===== src/rtl/serial_uart_rx.sv =====
// UART receiver: 8 data bits LSB first, 16x oversampling with a 3-sample majority
// vote, optional odd/even parity, and strobed byte output with error pulses.
module serial_uart_rx #(
  parameter int unsigned TICK_DIV   = 1,
  parameter int unsigned PARITY     = 0,
  parameter bit          STOP_CHECK = 1'b1
) (
  input  logic       clk,
  input  logic       reset_n,
  input  logic       serial_in,
  output logic [7:0] as_data_o,
  output logic       as_dstrb_o,
  output logic       as_busy_o,
  output logic       frame_err_o,
  output logic       parity_err_o
);

  localparam logic [15:0] DIV_LAST = 16'(TICK_DIV - 1);
  localparam bit          HAS_PAR  = (PARITY == 1) || (PARITY == 2);
  localparam bit          ODD_PAR  = (PARITY == 1);

  typedef enum logic [2:0] {
    S_IDLE,
    S_START,
    S_DATA,
    S_PARITY,
    S_STOP
  } state_t;

  state_t      r_state;
  state_t      w_next;

  logic        r_sync1;
  logic        r_rx_s;
  logic        r_rx_d;
  logic [15:0] r_div;
  logic [3:0]  r_smp;
  logic [2:0]  r_bitcnt;
  logic        r_s7;
  logic        r_s8;
  logic [7:0]  r_shift;
  logic        r_par_err;

  logic        w_start;
  logic        w_tick;
  logic        w_mid;
  logic        w_bound;
  logic        w_maj;
  logic        w_stop_dec;
  logic        w_good;
  logic        w_ferr;
  logic        w_perr;
  logic        w_par_bad;

  always_ff @(posedge clk or negedge reset_n) begin
    if (!reset_n) begin
      r_sync1 <= 1'b1;
      r_rx_s  <= 1'b1;
      r_rx_d  <= 1'b1;
    end else begin
      r_sync1 <= serial_in;
      r_rx_s  <= r_sync1;
      r_rx_d  <= r_rx_s;
    end
  end

  // The start edge counts as tick 0; r_smp holds the index of the last tick,
  // so the event for tick N is w_tick with r_smp == N-1.
  assign w_start    = (r_state == S_IDLE) && r_rx_d && !r_rx_s;
  assign w_tick     = (r_state != S_IDLE) && (r_div == DIV_LAST);
  assign w_mid      = w_tick && (r_smp == 4'd8);
  assign w_bound    = w_tick && (r_smp == 4'd15);
  assign w_maj      = (r_s7 & r_s8) | (r_s7 & r_rx_s) | (r_s8 & r_rx_s);
  assign w_par_bad  = HAS_PAR && ((^r_shift ^ w_maj) != ODD_PAR);
  assign w_stop_dec = w_mid && (r_state == S_STOP);
  assign w_ferr     = w_stop_dec && STOP_CHECK && !w_maj;
  assign w_perr     = w_stop_dec && r_par_err;
  assign w_good     = w_stop_dec && !r_par_err && (w_maj || !STOP_CHECK);
  assign as_busy_o  = (r_state != S_IDLE);

  always_ff @(posedge clk or negedge reset_n) begin
    if (!reset_n) r_state <= S_IDLE;
    else          r_state <= w_next;
  end

  always_comb begin
    w_next = r_state;
    case (r_state)
      S_IDLE:   if (w_start) w_next = S_START;
      S_START: begin
        if (w_mid && w_maj) w_next = S_IDLE;
        else if (w_bound)   w_next = S_DATA;
      end
      S_DATA:   if (w_bound && (r_bitcnt == 3'd7)) w_next = HAS_PAR ? S_PARITY : S_STOP;
      S_PARITY: if (w_bound) w_next = S_STOP;
      S_STOP:   if (w_mid) w_next = S_IDLE;
      default:  w_next = S_IDLE;
    endcase
  end

  always_ff @(posedge clk or negedge reset_n) begin
    if (!reset_n) begin
      r_div        <= '0;
      r_smp        <= '0;
      r_bitcnt     <= '0;
      r_s7         <= 1'b1;
      r_s8         <= 1'b1;
      r_shift      <= '0;
      r_par_err    <= 1'b0;
      as_data_o    <= '0;
      as_dstrb_o   <= 1'b0;
      frame_err_o  <= 1'b0;
      parity_err_o <= 1'b0;
    end else begin
      if (r_state == S_IDLE) begin
        r_div     <= '0;
        r_smp     <= '0;
        r_bitcnt  <= '0;
        r_par_err <= 1'b0;
      end else begin
        r_div <= (r_div == DIV_LAST) ? '0 : r_div + 16'd1;
        if (w_tick) r_smp <= r_smp + 4'd1;
        if ((r_state == S_DATA) && w_bound) r_bitcnt <= r_bitcnt + 3'd1;
        if ((r_state == S_PARITY) && w_mid) r_par_err <= w_par_bad;
      end
      if (w_tick && (r_smp == 4'd6)) r_s7 <= r_rx_s;
      if (w_tick && (r_smp == 4'd7)) r_s8 <= r_rx_s;
      if ((r_state == S_DATA) && w_mid) r_shift <= {w_maj, r_shift[7:1]};
      as_dstrb_o   <= w_good;
      frame_err_o  <= w_ferr;
      parity_err_o <= w_perr;
      if (w_good) as_data_o <= r_shift;
    end
  end

endmodule

===== config.mk =====
export PLATFORM = sky130hd
export DESIGN_NAME = serial_uart_rx
export DESIGN_NICKNAME = d
export VERILOG_FILES = /design/src/rtl/serial_uart_rx.sv
export SDC_FILE = /design/constraint.sdc
export NUM_CORES = 1
export LEC_CHECK = 0
export ABC_AREA = 0
export CORE_UTILIZATION = 41
export CTS_BUF_LIST = sky130_fd_sc_hd__clkbuf_4
export CTS_CLUSTER_DIAMETER = 200
export DETAILED_ROUTE_END_ITERATION = 16
export HOLD_SLACK_MARGIN = 0.12
export PLACE_DENSITY = 0.71
export SYNTH_ARGS = -nofsm -noshare
export SYNTH_HDL_FRONTEND = slang
export SYNTH_SLANG_ARGS = --single-unit

===== constraint.sdc =====
create_clock -name clk -period 2 [get_ports clk]
set_clock_uncertainty 0.1 [all_clocks]
set_input_delay 0.3 -clock clk [delete_from_list [all_inputs] [get_ports clk]]
set_output_delay 0.3 -clock clk [all_outputs]
set_load 0.005 [all_outputs]

# Yosys cells after proc, flatten, opt, wreduce, memory -nomap -nowiden
# Cells that the tools add are included.
[classes]
n_eq_ne = 14
n_bitwise = 5
muxes = 15
reduce_logical = 27
addsub = 3
[ops]
columns = ["cell", "n"]
rows = [
  ["16-bit two-way mux", 2],
  ["3-bit two-way mux", 8],
  ["1-bit logical AND", 17],
  ["16-bit by 1-bit adder with 16-bit output (second input constant)", 1],
  ["16-bit zero test", 1],
  ["3-bit case mux with 5 select lines", 1],
  ["4-bit by 3-bit == test with 1-bit output (second input constant)", 2],
  ["4-bit == test (second input constant)", 2],
  ["4-bit two-way mux", 2],
  ["2-bit != test (second input constant)", 4],
  ["3-bit by 2-bit == test with 1-bit output (second input constant)", 2],
  ["3-bit == test (second input constant)", 2],
  ["2-bit nonzero test", 3],
  ["5-bit AND reduction", 1],
  ["4-bit by 1-bit adder with 4-bit output (second input constant)", 1],
  ["3-bit by 1-bit adder with 3-bit output (second input constant)", 1],
  ["1-bit bitwise AND", 3],
  ["3-bit by 1-bit == test with 1-bit output (second input constant)", 1],
  ["1-bit zero test", 3],
  ["3-bit zero test", 1],
  ["3-bit != test (second input constant)", 1],
  ["3-bit nonzero test", 1],
  ["1-bit two-way mux", 2],
  ["1-bit OR", 2],
]
[word_totals]
out_inout_bits = 12
wordCells = 79
ff_bits = 51
in_bits = 3

# Logic depth before layout (Yosys ltp)
# Gate-level depths: netlist of the first run.
[depth]
ltp_word = 6
mapped_depth = 7
depth_no_buf = 6

# Worst setup path after synthesis of the first run
# OpenSTA, ideal clock, no wires.
[synth_timing]
path_type = "reg-to-reg"
from = "reg r_div[0]"
to = "reg r_shift[0]"
t_required_ns = 1.775
t_arrival_ns = 1.852
n_path_buf = 0
setup_ns = 0.125
stages_incl_launch_ff = 7
path_slack_ns = -0.076
period_less_slack_ns = 2.076
path_cell_list = "dfrtp_1 -> inv_1 -> ha_1 -> nor3b_2 -> nand4_4 -> nor4_4 -> mux2_2"
[synth_via]
elab_chain_len = 4
[synth_lines]
columns = ["element", "line", "rtl"]
rows = [
  ["start, declared", "36", "logic [15:0] r_div;"],
  ["start signal, assigned", "121", "r_div <= (r_div == DIV_LAST) ? '0 : r_div + 16'd1;"],
  ["16-bit zero test", "70", "assign w_tick = (r_state != S_IDLE) && (r_div == DIV_LAST);"],
  ["1-bit logical AND", "70", ""],
  ["1-bit logical AND", "71", "assign w_mid = w_tick && (r_smp == 4'd8);"],
  ["1-bit logical AND", "128", "if ((r_state == S_DATA) && w_mid) r_shift <= {w_maj, r_shift[7:1]};"],
  ["end signal, assigned", "128", ""],
  ["end, declared", "41", "logic [7:0] r_shift;"],
]
# Every way passes these cells.
# A chain may end at the register's enable or synchronous reset.

# Final worst setup path of the first run
[layout_timing]
from = "reg r_state[0]"
to = "reg as_data_o[0]"
[layout_via]
elab_chain_len = 6
word_cells_on_any_way = 7
classes_between = "1 x eq/ne; 6 x reduce/logical"
[layout_lines]
columns = ["element", "line", "rtl"]
rows = [
  ["start, declared", "30", "state_t r_state;"],
  ["start signal, assigned", "83", "else r_state <= w_next;"],
  ["3-bit nonzero test", "70", ""],
  ["1-bit logical AND", "70", ""],
  ["1-bit logical AND", "71", ""],
  ["1-bit logical AND (*)", "75", "assign w_stop_dec = w_mid && (r_state == S_STOP);"],
  ["1-bit logical AND (*) (2 in series)", "78", "assign w_good = w_stop_dec && !r_par_err && (w_maj || !STOP_CHECK);"],
  ["end signal, assigned", "132", "if (w_good) as_data_o <= r_shift;"],
  ["end, declared", "11", "output logic [7:0] as_data_o,"],
]
# Mark *: on every way between the ends. The rest lies on a longest branch, timed or not.

==> reports/results.txt, run 1 <==
worst r2r path cells -> 6
clk slew on worst S/H paths -> 140 ps
# fillers -> 499
Sink Count -> 49
share of layout cells above drive strength 1 -> 33.1%
fmax -> 501 MHz
die width -> 78.0 um
Seq/Total Area, Yosys -> 52.0%
top cell type's share of synthesized area -> 46.5%
gate family responsible for the most delay along the worst path -> simple AND/OR/NAND/NOR gates
post-synthesis compound-gate area fraction -> 5.49%
WS Path Type -> reg2reg
Vias/cell -> 5.15
worst hold path class -> in2reg
n_diodes -> 0
Die Area -> 0.00608 sq mm
RSZ-0062 raised after global routing -> yes
Synth cell types -> 38
Final setup viols -> 0
Hold Fails Final Rpt -> 0
mux contribution to synthesized area -> 8.56%
main combinational cell family by area after synthesis -> simple AND/OR/NAND/NOR gates
crit-path max FO -> 8
Synth area leader -> dfrtp_1
Detailed Place HPWL -> 3250 um
outcome -> finished clean
First-pass DRT Iterations -> 4
GP Congestion -> 0.784
DR iter-0 viols -> 88
Post-Synthesis Cells -> 208
worst reg2reg startpoint -> r_state[0]
CTS Buf Count -> 5
Core Rows -> 27
Area Overhead vs Synth -> 26.0%
Worst path most repeated cell -> buf_4
DRT antenna net count -> 0
Port Buf Inserts -> 13
CP Data Arrival Time -> 2180 ps
Routed wire per std cell -> 14.0 um
CP peak stage delay -> 430 ps
Final #Nets -> 266
largest net degree at the start of global routing -> 27
total power -> 0.00227 W
Startpoint Class -> flop
simple-gate share of the synthesized area -> 21.0%
reg2reg end -> as_data_o[0]
Die Y-Extent -> 78.0 um
Crit. Startpoint -> r_state[0]
VDD IR-drop max -> 0.536 mV
Synth Area in XOR/XNOR -> 5.55%
Buf/Inv on CP -> 2
GRT Overall Usage -> 16.4%
Avg Inst Size Synth -> 11.4 sq um
routed wire length -> 4600 um
WP data required -> 2180 ps
period utilization -> 99.8%
largest cells by area after synthesis -> dfrtp_1 (46%), mux2_2 (8.6%), dfstp_2 (5.5%), ha_1 (3.7%), xnor2_1 (3.7%)
first-pass GRT wire length -> 7740 um
CP endpoint kind -> flop
htree depth -> 2
drt drc -> 0
root buffer selected by CTS -> clkbuf_4
Worst path depth -> 6
initial antenna violation count -> 0
syn_nets -> 218
Adder-Cell Fraction of Synth Area -> 4.12%
CP max-delay cell -> nor3_1
mapped cell area -> 0.00237 sq mm
Starting Density -> 42.8%
I/O pin count -> 15
Worst-Skew Late Latency -> 380 ps
Least-Margin Pin Slew -> 593 ps
via count of the first global-routing pass -> 1692
CTS tree -> built
clock buffer depth -> 2
CP Cell Sequence -> nor3_2 -> buf_4 -> buf_4 -> nor3_1 -> nand4_4 -> mux2_2
Synth Register Bits -> 49
CP endpoint -> as_data_o[0]
Reg2Reg Setup Slack -> 5 ps
number of max-cap violations -> 0
PwrDens -> 761 mW/mm^2
vias -> 1694
leakage power -> 1.31 nW
yosys warns -> 0
Core Area -> 0.00554 sq mm
relative slew slack -> 60.5%
post-route setup slack -> 4.85 ps
Period minus WS final -> 2000 ps
Max Slew Vio Count -> 0
Hold WS -> 216 ps
pre-CTS setup slack -> -0.821 ps
Congestion Overflow GR -> 0
[kinds of logic after synthesis]
group	after synthesis
buffers and inverters	17
DFF	49
adders and majority gates	8
and+or+nand+nor	79
AOI/OAI and AO/OA	21
muxes	18
xor gates and xnor gates	15
other	1
[metal layers]
metal  up-vias  routed length [um]  GRT usage (%)
li1        823                   -              -
met1       835                2170           20.9
met2        30                2220           26.9
met3         6                 152           3.88
met4         0                  65           6.48
met5         -                   0              0
[area by class of cell]
| type | count | area (sq um) | area share [%] |
|---|---|---|---|
| sequential | 49 | 1230 | 41.3 |
| multi-input combinational | 142 | 1140 | 38.3 |
| timing repair buffer | 49 | 425 | 14.3 |
| tap | 72 | 90.1 | 3.02 |
| clock buffer | 5 | 37.5 | 1.26 |
| inverter | 9 | 33.8 | 1.13 |
| clock inverter | 3 | 22.5 | 0.755 |
[cell usage after synthesis]
| cell type | count |
|---|---|
| nand3_1 | 10 |
| nor3_2 | 1 |
| or3_1 | 3 |
| inv_1 | 9 |
| ha_1 | 7 |
| nand4_1 | 5 |
| clkbuf_1 | 5 |
| nand4_4 | 1 |
| dfrtp_1 | 44 |
| a21oi_1 | 4 |
| o22ai_1 | 1 |
| nor3_1 | 5 |
| dfstp_2 | 5 |
| a41o_1 | 1 |
| o31ai_1 | 1 |
| nor2_1 | 20 |
| buf_2 | 1 |
| nand2b_1 | 1 |
| and3_1 | 1 |
| conb_1 | 1 |
| nand2_1 | 11 |
| nand4_2 | 1 |
| and2_1 | 2 |
| nor4_1 | 8 |
| or3b_2 | 1 |
| nor3b_2 | 1 |
| nor4_4 | 4 |
| and4_1 | 2 |
| or2_1 | 1 |
| xor2_1 | 5 |
| o21ai_0 | 7 |
| maj3_1 | 1 |
| mux2_2 | 18 |
| nand3b_1 | 1 |
| a31oi_1 | 1 |
| o211ai_1 | 6 |
| buf_4 | 2 |
| xnor2_1 | 10 |
[repair_timing]
item / 4_1_cts / 5_1_grt
hold buffers: 1 / 0
hold endpoints to repair: 23 / 0
setup endpoints to repair: 11 / 21
pin swaps: 2 / 4
setup buffers: 1 / 3
resized for setup: 4 / 15
[sequential cells by signal (all words and copies together) (netlist names)]
signal / flops
r_smp: 4
r_s7: 1
r_state: 3
as_dstrb_o: 1
r_sync1: 1
r_shift: 8
r_rx_d: 1
as_data_o: 8
r_bitcnt: 3
r_div: 16
r_rx_s: 1
r_s8: 1
frame_err_o: 1
[worst min path at each step]
stage	start	to	slack (ps)	cells past startpoint
floorplan	reset_n	as_data_o[0]	-100	0
global placement	reset_n	as_data_o[2]	230	1
detailed placement	reset_n	r_shift[2]	240	1
CTS	serial_in	r_sync1	200	1
global route	serial_in	r_sync1	210	1
finish	serial_in	r_sync1	220	1
[report_power, final]
group	internal, W	switching, W	leakage, nW
Clock	0.000140	0.000324	0.0352
Sequential	0.00109	0.0000684	0.658
Combinational	0.000306	0.000345	0.614
[cells in the final DEF (no fill, tap or decap), types with 4 or more instances in the layout]
cell             instances
dfrtp_1                 44
buf_4                   32
nor2_1                  20
mux2_2                  14
clkdlybuf4s50_1         11
nand2_1                 10
xnor2_1                 10
nand3_1                 10
inv_1                    7
o21ai_0                  6
o211ai_1                 6
ha_1                     6
nand4_1                  5
nor4_1                   5
nor3_1                   5
xor2_1                   5
clkbuf_4                 5
dfstp_2                  5
nor4_4                   4
mux2_4                   4
a21oi_1                  4
[metrics by stage]
| stage | std cells | TNS, ps | area [sq um] | utilization, % |
|---|---|---|---|---|
| after floorplan | 208 | -523 | 2370 | - |
| final | 329 | 0 | 2980 | 53.9 |
| after global placement | 316 | 0 | 2810 | 50.7 |
| after global routing | 329 | -1020 | 2980 | 53.9 |
| after detailed placement | 316 | -1.25 | 2810 | 50.7 |
| after CTS | 326 | 0 | 2900 | 52.4 |
Power figures use the tool's default switching activity.
==> run 2: changes to the inputs <==
--- a/config.mk
+++ b/config.mk
@@ -8,7 +8,6 @@
 export ABC_AREA = 0
 export CORE_UTILIZATION = 41
 export CTS_BUF_LIST = sky130_fd_sc_hd__clkbuf_4
-export CTS_CLUSTER_DIAMETER = 200
 export DETAILED_ROUTE_END_ITERATION = 16
 export HOLD_SLACK_MARGIN = 0.12
 export PLACE_DENSITY = 0.71
==> results of run 2 <==
The final DEF is identical to that of run 1; final timing and power are the same.
==> run 3: changes to the inputs <==
--- a/config.mk
+++ b/config.mk
@@ -6,11 +6,13 @@
 export NUM_CORES = 1
 export LEC_CHECK = 0
 export ABC_AREA = 0
+export CORE_MARGIN = 10
 export CORE_UTILIZATION = 41
 export CTS_BUF_LIST = sky130_fd_sc_hd__clkbuf_4
 export DETAILED_ROUTE_END_ITERATION = 16
 export HOLD_SLACK_MARGIN = 0.12
 export PLACE_DENSITY = 0.71
+export SKIP_LAST_GASP = 1
 export SYNTH_ARGS = -nofsm -noshare
 export SYNTH_HDL_FRONTEND = slang
 export SYNTH_SLANG_ARGS = --single-unit
==> reports/results.txt, run 3 (same netlist as run 1, synthesis figures left out) <==
outcome -> complete, but fails checks
failing checks -> setup timing
HP Start -> serial_in
drt drc -> 0 (unchanged)
commonest cells after routing, fill and taps aside -> dfrtp_1 (43), buf_4 (27), nor2_1 (20)
Detailed Place HPWL -> 3010 um (-7.4%)
Final setup viols -> 1 (+1)
biggest regs -> r_div: 16 flops, as_data_o: 8 flops, r_shift: 8 flops
commonest non-fill, non-tap cell in the layout -> dfrtp_1
vias -> 1664 (-1.8%)
Starting Density -> 42.8% (unchanged)
root buffer selected by CTS -> clkbuf_4
RSZ-0062 raised after global routing -> yes
clock buffer depth -> 2 (unchanged)
Hold Fails Final Rpt -> 0 (unchanged)
# fillers -> 504 (+1.0%)
CTS Buf Count -> 5 (unchanged)
dpl cell area -> 0.00277 sq mm (-1.2%)
total power -> 0.00233 W (+2.6%)
first-pass GRT wire length -> 7620 um (-1.6%)
I/O pin count -> 15 (unchanged)
Routed wire per std cell -> 13.5 um (-3.2%)
reg2reg end -> r_shift[1]
worst hold stages -> 1 (unchanged)
GP Congestion -> 0.850 (+8.4%)
pre-CTS setup slack -> -10.3 ps (-9.47 ps)
CTS tree -> built
period utilization -> 100% (+0.33 points)
DP Cell Count -> 313 (-0.95%)
max reg flops -> 16 (unchanged)
Core Rows -> 27 (unchanged)
Sink Count -> 49 (unchanged)
gate family responsible for the most delay along the worst path -> simple AND/OR/NAND/NOR gates
worst hold path endpoint -> r_sync1
WS Path Type -> reg2reg
clk slew on worst S/H paths -> 140 ps (about the same)
crit-path max FO -> 8 (unchanged)
Congestion Overflow GR -> 0 (unchanged)
Finished Cell Area -> 0.00292 sq mm (-2.1%)
Least-Margin Pin Slew -> 596 ps (+3.58 ps)
largest net degree at the start of global routing -> 50 (+85%)
Hold WS -> 219 ps (+3.16 ps)
Max Slew Vio Count -> 0 (unchanged)
via count of the first global-routing pass -> 1669 (-1.4%)
Die Y-Extent -> 96.0 um (+23%)
DR iter-0 viols -> 100 (+14%)
fmax -> 500 MHz (-0.33%)
Top reg by flops -> r_div
Worst-Skew Late Latency -> 370 ps (about the same)
relative slew slack -> 60.3% (-0.24 points)
Area Overhead vs Synth -> 23.4%
CP endpoint kind -> flop
Core Area -> 0.00554 sq mm (unchanged)
GRT Overall Usage -> 10.3% (-6.1 points)
number of max-cap violations -> 0 (unchanged)
share of layout cells above drive strength 1 -> 30.7% (-2.4 points)
Die Area -> 0.00922 sq mm (+51%)
die width -> 96.0 um (+23%)
DRT antenna net count -> 0 (unchanged)
worst reg2reg startpoint -> r_smp[0]
Port Buf Inserts -> 13 (unchanged)
Reg2Reg Setup Slack -> -2 ps (about the same)
worst r2r path cells -> 7 (+1)
leakage power -> 1.27 nW (-2.9%)
CP Data Arrival Time -> 2170 ps (about the same)
routed wire length -> 4370 um (-5.0%)
Buf/Inv on CP -> 2 (unchanged)
post-route setup slack -> -1.80 ps (-6.64 ps)
initial antenna violation count -> 0 (unchanged)
First-pass DRT Iterations -> 4 (unchanged)
CP peak stage delay -> 410 ps (-20 ps)
CP max-delay cell -> dfrtp_1
PwrDens -> 797 mW/mm^2 (+4.8%)
Period minus WS final -> 2000 ps (+6.64 ps)
Startpoint Class -> flop
Vias/cell -> 5.15 (about the same)
WP data required -> 2170 ps (about the same)
n_diodes -> 0 (unchanged)
CP Cell Sequence -> inv_2 -> ha_1 -> nand2_1 -> or3_4 -> nor4_4 -> buf_6 -> mux2_2
worst hold path class -> in2reg
htree depth -> 2 (unchanged)
Finished Layout Cells -> 323 (-1.8%)
VDD IR-drop max -> 0.418 mV (-22%)
Final #Nets -> 260 (-2.3%)
[run 3: how the worst max path moves through the flow]
stage / startpoint / end / slack [ps] / cells past startpoint
3_5_place_dp: r_smp[0] / r_shift[4] / -10 / 7
4_1_cts: r_div[15] / r_shift[1] / -2 / 5
5_1_grt: r_div[10] / r_shift[5] / -90 / 5
3_3_place_gp: r_smp[0] / r_shift[6] / -20 / 7
2_1_floorplan: r_div[0] / r_shift[0] / -70 / 6
6_report: r_smp[0] / r_shift[1] / -2 / 7
[run 3: metal layers]
metal	global-route usage (%)	share of wire [%]
met5	0	0
met4	4.18	1.7
met3	3.58	4.8
met2	15.7	45
met1	13.2	48
[run 3: report_power, final]
part           switching (W)  internal, W
Sequential         0.0000630      0.00109
Combinational       0.000317     0.000268
Clock               0.000330     0.000265
Total               0.000710      0.00162
[run 3: area by class of cell]
class                      count  area [sq um]  share of cell area, %
sequential                    49          1230                   42.2
multi-input combinational    142          1110                   38.1
timing repair buffer          43           368                   12.6
tap                           72          90.1                   3.08
clock inverter                 3          46.3                   1.58
clock buffer                   5          37.5                   1.28
inverter                       9          33.8                   1.16
[run 3: through the flow]
| step | TNS [ps] | util, % |
|---|---|---|
| 2_1_floorplan | -523 | - |
| 3_3_place_gp | -119 | 50.1 |
| 3_5_place_dp | -41.0 | 50.1 |
| 4_1_cts | -4.84 | 52.3 |
| 5_1_grt | -837 | 52.8 |
| 6_report | -1.80 | 52.8 |
[run 3: repair_timing]
action                                  4_1_cts  5_1_grt
endpoints found under the setup margin       11       23
endpoints found under the hold margin        44        0
setup buffers                                 1        0
cloned                                        0        0
gates resized for setup                       6        6
pin swaps                                     2        3
hold buffers                                  1        0
